`src/rtl/cpu_ctrl_fsm.sv`:
```
// cpu_ctrl_fsm: multi-cycle control sequencer for the 8-bit Harvard datapath.
// Steps each instruction through FETCH, DECODE, EXEC, MEM and WB and drives the
// PC/IR/ALU/register-file/data-memory strobes. The data-memory handshake is
// bounded by MEM_TIMEOUT; expiry halts the sequencer with a sticky fault flag.
// Optional feature macro: CTRL_SINGLE_STEP_EN adds an i_step input and a
// STEP_WAIT state so that exactly one instruction executes per step pulse.
// Strobes are registered from the next-state decode, so they line up with the
// state they belong to; o_pc_load is the one output that is combinational,
// because it follows i_zero_flag during EXEC for JZ.
module cpu_ctrl_fsm #(
   parameter int unsigned MEM_TIMEOUT = 15,
   parameter int unsigned TO_W        = 8
) (
   input  logic       i_clock,
   input  logic       i_reset,
   input  logic       i_run,
   input  logic [3:0] i_opcode,
   input  logic       i_zero_flag,
   input  logic       i_dmem_ready,
`ifdef CTRL_SINGLE_STEP_EN
   input  logic       i_step,
`endif
   output logic       o_ir_load,
   output logic       o_pc_inc,
   output logic       o_pc_load,
   output logic       o_alu_en,
   output logic [2:0] o_alu_op,
   output logic       o_rf_we,
   output logic [1:0] o_rf_src,
   output logic       o_dmem_re,
   output logic       o_dmem_we,
   output logic       o_halted,
   output logic       o_fault,
   output logic [2:0] o_state
);

`ifdef CTRL_SINGLE_STEP_EN
   typedef enum logic [2:0] {
      S_IDLE      = 3'd0,
      S_FETCH     = 3'd1,
      S_DECODE    = 3'd2,
      S_EXEC      = 3'd3,
      S_MEM       = 3'd4,
      S_WB        = 3'd5,
      S_HALT      = 3'd6,
      S_STEP_WAIT = 3'd7
   } state_t;
`else
   typedef enum logic [2:0] {
      S_IDLE   = 3'd0,
      S_FETCH  = 3'd1,
      S_DECODE = 3'd2,
      S_EXEC   = 3'd3,
      S_MEM    = 3'd4,
      S_WB     = 3'd5,
      S_HALT   = 3'd6
   } state_t;
`endif

   typedef struct packed {
      logic       ir_load;
      logic       pc_inc;
      logic       alu_en;
      logic [2:0] alu_op;
      logic       rf_we;
      logic [1:0] rf_src;
      logic       dmem_re;
      logic       dmem_we;
      logic       halted;
   } ctrl_t;

   localparam logic [3:0]      OP_LD   = 4'h8;
   localparam logic [3:0]      OP_ST   = 4'h9;
   localparam logic [3:0]      OP_JMP  = 4'hA;
   localparam logic [3:0]      OP_JZ   = 4'hB;
   localparam logic [3:0]      OP_LDI  = 4'hC;
   localparam logic [TO_W-1:0] TO_LAST = TO_W'(MEM_TIMEOUT - 1);

   // Moore strobe decode for a given state and latched opcode.
   function automatic ctrl_t decode_ctrl(input state_t st, input logic [3:0] op);
      ctrl_t      c;
      logic [3:0] alu_idx;
      c       = '0;
      alu_idx = op - 4'd1;
      case (st)
         S_FETCH: begin
            c.ir_load = 1'b1;
            c.pc_inc  = 1'b1;
         end
         S_EXEC: begin
            case (op)
               4'h1, 4'h2, 4'h3, 4'h4, 4'h5: begin
                  c.alu_en = 1'b1;
                  c.alu_op = alu_idx[2:0];
               end
               4'h6: begin
                  c.alu_en = 1'b1;
                  c.alu_op = 3'd5;
               end
               4'h7: begin
                  c.alu_en = 1'b1;
                  c.alu_op = 3'd6;
               end
               default: c.alu_en = 1'b0;
            endcase
         end
         S_MEM: begin
            c.dmem_re = (op == OP_LD);
            c.dmem_we = (op == OP_ST);
         end
         S_WB: begin
            c.rf_we = 1'b1;
            if (op == OP_LD) begin
               c.rf_src = 2'd1;
            end else if (op == OP_LDI) begin
               c.rf_src = 2'd2;
            end else begin
               c.rf_src = 2'd0;
            end
         end
         S_HALT:  c.halted = 1'b1;
         default: c = '0;
      endcase
      return c;
   endfunction

   state_t          r_state;
   logic [3:0]      r_op_q;
   logic [TO_W-1:0] r_to_cnt;
   logic            r_fault;
   ctrl_t           r_ctrl;

   state_t          w_next_state;
   logic [3:0]      w_next_op;
   logic [TO_W-1:0] w_next_cnt;
   logic            w_next_fault;

   // Next-state, opcode latch, timeout counter and fault update.
   always_comb begin
      w_next_state = r_state;
      w_next_op    = r_op_q;
      w_next_cnt   = r_to_cnt;
      w_next_fault = r_fault;
      case (r_state)
         S_IDLE: begin
            if (i_run) begin
               w_next_state = S_FETCH;
            end else begin
               w_next_state = S_IDLE;
            end
         end
         S_FETCH:  w_next_state = S_DECODE;
         S_DECODE: begin
            w_next_op = i_opcode;
            case (i_opcode)
               4'h0, 4'hD, 4'hE: w_next_state = S_FETCH;
               4'hF:             w_next_state = S_HALT;
               default:          w_next_state = S_EXEC;
            endcase
         end
         S_EXEC: begin
            case (r_op_q)
               OP_LD, OP_ST: begin
                  w_next_state = S_MEM;
                  w_next_cnt   = '0;
               end
               OP_JMP, OP_JZ: w_next_state = S_FETCH;
               default:       w_next_state = S_WB;
            endcase
         end
         S_MEM: begin
            // A ready on the last allowed cycle still counts as completion.
            if (i_dmem_ready) begin
               if (r_op_q == OP_LD) begin
                  w_next_state = S_WB;
               end else begin
                  w_next_state = S_FETCH;
               end
            end else if (r_to_cnt == TO_LAST) begin
               w_next_state = S_HALT;
               w_next_fault = 1'b1;
            end else begin
               w_next_cnt = r_to_cnt + TO_W'(1);
            end
         end
         S_WB:   w_next_state = S_FETCH;
         S_HALT: w_next_state = S_HALT;
`ifdef CTRL_SINGLE_STEP_EN
         S_STEP_WAIT: begin
            if (i_step) begin
               w_next_state = S_FETCH;
            end else begin
               w_next_state = S_STEP_WAIT;
            end
         end
`endif
         default: w_next_state = S_IDLE;
      endcase
`ifdef CTRL_SINGLE_STEP_EN
      // Every instruction boundary parks in STEP_WAIT until a step pulse.
      if ((w_next_state == S_FETCH) && (r_state != S_STEP_WAIT)) begin
         w_next_state = S_STEP_WAIT;
      end else begin
         w_next_state = w_next_state;
      end
`endif
   end

   // State, datapath-control registers and registered strobes; reset wins.
   always_ff @(posedge i_clock) begin
      if (!i_reset) begin
         r_state  <= S_IDLE;
         r_op_q   <= 4'h0;
         r_to_cnt <= '0;
         r_fault  <= 1'b0;
         r_ctrl   <= '0;
      end else begin
         r_state  <= w_next_state;
         r_op_q   <= w_next_op;
         r_to_cnt <= w_next_cnt;
         r_fault  <= w_next_fault;
         r_ctrl   <= decode_ctrl(w_next_state, w_next_op);
      end
   end

   assign o_pc_load = (r_state == S_EXEC) &&
                      ((r_op_q == OP_JMP) || ((r_op_q == OP_JZ) && i_zero_flag));

   assign o_ir_load = r_ctrl.ir_load;
   assign o_pc_inc  = r_ctrl.pc_inc;
   assign o_alu_en  = r_ctrl.alu_en;
   assign o_alu_op  = r_ctrl.alu_op;
   assign o_rf_we   = r_ctrl.rf_we;
   assign o_rf_src  = r_ctrl.rf_src;
   assign o_dmem_re = r_ctrl.dmem_re;
   assign o_dmem_we = r_ctrl.dmem_we;
   assign o_halted  = r_ctrl.halted;
   assign o_fault   = r_fault;
   assign o_state   = r_state;

endmodule

```
`config.mk`:
```
export PLATFORM = sky130hd
export DESIGN_NAME = cpu_ctrl_fsm
export DESIGN_NICKNAME = d
export VERILOG_FILES = /design/src/rtl/cpu_ctrl_fsm.sv
export SDC_FILE = /design/constraint.sdc
export NUM_CORES = 1
export LEC_CHECK = 0
export ABC_CLOCK_PERIOD_IN_PS = 2600
export BUFFER_PORTS_ARGS = -buffer_cell sky130_fd_sc_hd__buf_4
export CORE_MARGIN = 2
export CORE_UTILIZATION = 45
export CTS_CLUSTER_DIAMETER = 200
export DETAILED_ROUTE_END_ITERATION = 8
export PLACE_DENSITY = 0.65
export SYNTH_ARGS = -nofsm -noshare
export SYNTH_HDL_FRONTEND = slang
export SYNTH_SLANG_ARGS = --single-unit
```
`constraint.sdc`:
```
create_clock -name i_clock -period 2.6 [get_ports i_clock]
set_input_delay 0.52 -clock i_clock [delete_from_list [all_inputs] [get_ports i_clock]]
set_output_delay 0.52 -clock i_clock [all_outputs]
set_load 0.03 [all_outputs]
```
==> results of run 1 <==
[critical path, cell delays in order, from the launching register on]
cell and delay [ns]:
dfxtp_1 0.57, nor3b_4 0.42, nor2_1 0.07, a21oi_1 0.21, inv_1 0.10, ha_1 0.24
nor3_1 0.27, o21ai_0 0.13, nand3_1 0.17, nor4_1 0.07
[per-stage QoR]
| stage | power [mW] | cells | instance area, um2 |
|---|---|---|---|
| after floorplan | 0.599 | 154 | 1410 |
| after global placement | 0.658 | 223 | 1660 |
| after detailed placement | 0.663 | 223 | 1660 |
| after CTS | 0.846 | 227 | 1690 |
| after global routing | 0.889 | 227 | 1690 |
| final | 0.843 | 227 | 1690 |
[timing repair]
action,in CTS,in global routing
setup buffers,0,0
endpoints found under the setup margin,0,4
gates resized for setup,0,1
[power by group through the flow]
stage / Combinational, mW / Sequential (mW) / Clock (mW)
after floorplan: 0.137 / 0.462 / 0
final: 0.215 / 0.443 / 0.186
after CTS: 0.213 / 0.442 / 0.192
after detailed placement: 0.212 / 0.451 / 0
after global routing: 0.236 / 0.446 / 0.208
after global placement: 0.208 / 0.450 / 0
[path summary, 6_finish.rpt]
path	slack, ns	cells past startpoint	from	end
max reg2reg	0.25	9	o_state[1]	o_alu_op[0]
max	0.25	9	o_state[1]	o_alu_op[0]
min	0.48	2	i_reset	o_fault
min reg2reg	0.50	1	o_fault	o_fault
[Yosys cell counts, types with 3 or more instances]
cell type / n
dfxtp_1: 27
and2_1: 4
o21ai_0: 10
mux2i_1: 3
ha_1: 7
and4_1: 4
inv_1: 9
buf_4: 3
xor2_1: 4
o211ai_1: 3
nand3_1: 7
nor2_1: 15
a211oi_1: 3
nand2_1: 5
nor3_1: 6
nor4_1: 4
[flip-flops by register name, summed over array words and instances, names as in the netlist]
name,cells
r_to_cnt,8
r_op_q,4
o_alu_op,3
o_state,3
o_rf_src,2
o_alu_en,1
o_dmem_re,1
o_dmem_we,1
o_fault,1
o_halted,1
o_ir_load,1
o_rf_we,1
[layout make-up]
| class | count | share of cell area (%) |
|---|---|---|
| clock buffers | 3 | 1.33 |
| clock inverters | 1 | 0.444 |
| inverters | 9 | 2.00 |
| multi-input cells | 112 | 47.3 |
| flip-flops and latches | 27 | 32.0 |
| well taps | 44 | 3.25 |
| repair buffers | 31 | 13.8 |
[metal layers]
metal / GRT usage [%] / up-vias / wire [um] / share of wire [%]
li1: - / 620 / - / -
met1: 25.9 / 523 / 1540 / 54
met2: 24.8 / 27 / 1170 / 41
met3: 2.81 / 2 / 126 / 4.4
met4: 4.13 / 0 / 17 / 0.60
met5: 0 / - / 0 / 0
[cell families (layout without fill, tap and decap cells)]
| kind of cell | Yosys count | count (layout) | share of synthesized area, % |
|---|---|---|---|
| fa+ha+maj | 7 | 7 | 6.21 |
| mux | 5 | 5 | 3.73 |
| flops | 27 | 27 | 38.3 |
| xor+xnor | 6 | 6 | 3.73 |
| compound gates | 30 | 30 | 14.5 |
| simple gates | 64 | 64 | 28.1 |
| buf+inv | 15 | 44 | 5.41 |
[cell usage in the layout (no fill, tap or decap), drive strengths merged, types with 3 or more instances in the layout]
master / instances
buf: 31
dfxtp: 27
nor2: 15
o21ai: 10
inv: 9
nand3: 7
ha: 7
nor3: 6
nand2: 5
xor2: 4
nor4: 4
and2: 4
and4: 4
mux2i: 3
o211ai: 3
a211oi: 3
clkbuf: 3
==> flow_summary_export.csv, run 1 <==
group,metric,value,unit
timing,finalMaxSlewViolations,0,
synthesis,ys_ff_latch,27,
floorplan,start_util,46.6,%
synthesis,async_flop_share,0,%
finish,postLayoutCoreUtil,55.9,%
synthesis,synth_top_area_share,38.3,%
drt,antenna_left,0,
placement,dp_slack,0.191,ns
setup_path,crit_path_start_kind,"flip-flop",
clock_network,root_buffer,"clkbuf_4",
power_and_ir_drop,clock_power_share,22.0,%
setup_path,crit_fanout,10,
power_and_ir_drop,p_leak,0.712,nW
drt,post_drt_wl_per_cell,12.6,um
drt,drc,0,
setup_path,required,2.83,ns
timing,whs,0.477,ns
global_routing,grt_overflow,0,
synthesis,synth_top_cell_by_area,"dfxtp_1",
placement,routabilityCongestion,0.843,
power_and_ir_drop,ir_worst_vdd,215,uV
setup_path,arrival,2.59,ns
timing,timing.fmax,0.425,GHz
hold_path,hold_path_class,"input port to flip-flop",
timing,finalHoldViolCount,0,
synthesis,ys_seq_area_share,38.3,%
synthesis,synthTopCellsByArea,"dfxtp_1 (38%), ha_1 (6.2%), nor2_1 (4.0%)",
global_routing,antenna_found_initial,0,
finish,drive_gt1_share,22.4,%
synthesis,syn_area_per_cell,9.16,um2
timing,rsz0062_at_grt,"false",
timing,setup_ws,0.248,ns
drt,dr.first_iter.drc_count,26,
clock_network,cts-htree-levels,1,
power_and_ir_drop,seqPwrFrac,52.5,%
finish,seqCellArea,541,um2
timing,tns,0,ns
global_routing,grt_pass1_wl,4690,um
clock_network,clock_path_buffers,2,
clock_network,clk_pin_slew,0.15,ns
synthesis,syn_inst,154,
finish,multi_input_area,800,um2
power_and_ir_drop,internal_power,574,uW
synthesis,synth_edf_count,0,
setup_path,critPathKind,"flip-flop to flip-flop",
timing,period_minus_slack,2.35,ns
finish,syn2layout_area_growth,20.0,%
timing,max_slew.worst_pin.slew,0.756,ns
floorplan,std_cell_rows,20,
clock_network,cts_hold_buf,0,
floorplan,io_pins,26,
synthesis,ys_types,47,
synthesis,ys.flop_type,"dfxtp_1",
clock_network,clkLatencyLatePin,0.33,ns
finish,fill_cells,282,
drt,postRouteWirelength,2850,um
floorplan,die_height,60.0,um
clock_network,cts_tree,"built",
job,maxCapViolCount,0,
drt,drt_first_pass_iters,4,
placement,io_buffer_count,25,
floorplan,die_w,60.0,um
placement,dp_hpwl,2260,um
drt,vias_per_cell,5.16,
power_and_ir_drop,pwr-share-comb,25.5,%
timing,slew_headroom,48.9,%
clock_network,cts.sinks,27,
floorplan,die_area,0.00360,mm2
finish,nNetsFinal,200,
drt,vias,1172,
power_and_ir_drop,p_per_area,498,mW/mm2
global_routing,grt_max_degree,17,
synthesis,yosysWarnings,0,
timing,period_share,90.5,%
synthesis,syn_nets,170,
power_and_ir_drop,switchingPower,269,uW
power_and_ir_drop,switching_share,31.9,%
clock_network,cts_buffers,3,
finish,antenna_cells,0,
global_routing,grt_pass1_vias,1056,
global_routing,grt_use_total,17.0,%
setup_path,critPathCaptureType,"flip-flop",
floorplan,core,0.00303,mm2
synthesis,netlist_area,0.00141,mm2
outcome,status,"finished, final reports clean",
timing,setup_violations,0,
timing,fin_skew,0.00323,ns
(Power assumes the default switching activity.)
==> run 2: changes to the inputs <==
- ABC_CLOCK_PERIOD_IN_PS: 2600 -> 2500
- CORE_ASPECT_RATIO: not set -> 0.6
- clock period: 2.6 -> 2.5 ns (I/O delays scaled with it)
==> flow_summary_export.csv, run 2 (synthesized netlist as in run 1, its figures left out) <==
group,metric,value,unit
timing,timing.fmax,0.439,GHz
timing,finalHoldViolCount,0,
setup_path,crit_path_start_kind,"flip-flop",
finish,nNetsFinal,201,
finish,multi_input_area,803,um2
timing,period_minus_slack,2.28,ns
floorplan,std_cell_rows,15,
placement,dp_slack,0.194,ns
placement,routabilityCongestion,0.834,
drt,post_drt_wl_per_cell,14.5,um
clock_network,cts_setup_buffers,0,
global_routing,grt_max_degree,15,
power_and_ir_drop,p_leak,0.726,nW
hold_path,hold_path_class,"flip-flop to flip-flop",
timing,period_share,91.2,%
global_routing,grt_pass1_vias,1062,
setup_path,critPathCaptureType,"flip-flop",
clock_network,cts_buffers,3,
setup_path,worstPathCellList,"nor3b_4, mux2i_2, inv_1, ha_1, nor3_1, o21ai_0, nand3_1, nor4_1",
timing,setup_violations,0,
timing,finalMaxSlewViolations,0,
floorplan,core,0.00293,mm2
setup_path,critPathTopFamily,"simple AND/OR/NAND/NOR gates",
setup_path,crit_buf_inv,1,
drt,postRouteWirelength,3280,um
finish,largest_reg_flops,8,
finish,fill_cells,266,
global_routing,grt_use_total,18.6,%
timing,tns,0,ns
setup_path,arrival,2.44,ns
drt,dr.first_iter.drc_count,68,
global_routing,grt_pass1_wl,5050,um
timing,setup_ws,0.220,ns
finish,drive_gt1_share,22.8,%
setup_path,slowest_stage,"dfxtp_1",
timing,max_slew.worst_pin.slew,0.418,ns
setup_path,required,2.66,ns
drt,vias_per_cell,5.46,
outcome,status,"finished, final reports clean",
setup_path,critPathMaxStageDelay,0.45,ns
finish,final_common_cell,"buf_4",
finish,reg_top3,"r_to_cnt x8, r_op_q x4",
drt,drc,0,
global_routing,grt_overflow,0,
placement,io_buffer_count,25,
floorplan,die_height,47.4,um
setup_path,crit_fanout,11,
floorplan,start_util,48.2,%
finish,top_register,"r_to_cnt",
power_and_ir_drop,ir_worst_vdd,253,uV
finish,antenna_cells,0,
drt,vias,1233,
power_and_ir_drop,p_per_area,550,mW/mm2
floorplan,io_pins,26,
timing,fin_skew,0.00241,ns
job,maxCapViolCount,0,
drt,drt_first_pass_iters,4,
power_and_ir_drop,p_total,943,uW
clock_network,cts-htree-levels,1,
clock_network,root_buffer,"clkbuf_8",
floorplan,die_area,0.00361,mm2
finish,syn2layout_area_growth,21.7,%
clock_network,cts_tree,"built",
drt,antenna_left,0,
timing,rsz0062_at_grt,"false",
clock_network,clkLatencyLatePin,0.27,ns
clock_network,clk_pin_slew,0.09,ns
placement,dp_hpwl,2590,um
finish,layout_common_cells,"buf_4 (32), dfxtp_1 (27), nor2_1 (15)",
clock_network,cts.sinks,27,
floorplan,die_w,76.3,um
global_routing,antenna_found_initial,0,
setup_path,critPathKind,"flip-flop to flip-flop",
finish,seqCellArea,541,um2
clock_network,clock_path_buffers,2,
timing,slew_headroom,72.1,%
run 2: changes by cell type in the layout (fill, tap and decap cells not counted):
cell,change
clkinvlp_4,-1
clkbuf_1,+1
buf_4,+1
clkbuf_4,-3
mux2i_1,-1
clkbuf_8,+3
mux2i_2,+1
run 2: what timing repair did:
action                     CTS  global route
hold buffers                 0             0
resized for setup            0             2
setup endpoints to repair    0             4
run 2: worst paths after layout:
path,start,end,slack [ns],cells past startpoint
setup / recovery,o_state[2],o_alu_op[2],0.22,8
hold / removal,o_fault,o_fault,0.47,1
setup reg to reg,o_state[2],o_alu_op[2],0.22,8
hold reg to reg,o_fault,o_fault,0.47,1
run 2: where the power goes:
part / switching (mW) / leakage, nW / internal [mW]
registers: 0.0128 / 0.218 / 0.444
logic: 0.145 / 0.485 / 0.0949
clock network: 0.132 / 0.0228 / 0.114
run 2: layer usage:
metal / vias up / GRT usage [%] / routed length [um]
met5: - / 0 / 0
met4: 0 / 5.45 / 21
met3: 2 / 5.00 / 205
met2: 37 / 28.1 / 1260
met1: 571 / 26.4 / 1790
li1: 623 / - / -
run 2: area by class of cell:
cell class / count / area share [%]
multi-input cells: 112 / 46.8
flip-flops and latches: 27 / 31.5
repair buffers: 32 / 14.0
well taps: 42 / 3.06
clock buffers: 4 / 2.63
inverters: 9 / 1.97
run 2: metrics by stage:
| stage | hold slack, ns | area (um2) | utilization, % | instances |
|---|---|---|---|---|
| 2_1_floorplan | 0.490 | 1410 | - | 154 |
| 3_3_place_gp | 0.451 | 1660 | 56.7 | 222 |
| 3_5_place_dp | 0.458 | 1660 | 56.7 | 222 |
| 4_1_cts | 0.479 | 1710 | 58.2 | 226 |
| 5_1_grt | 0.503 | 1720 | 58.6 | 226 |
| 6_report | 0.474 | 1720 | 58.6 | 226 |
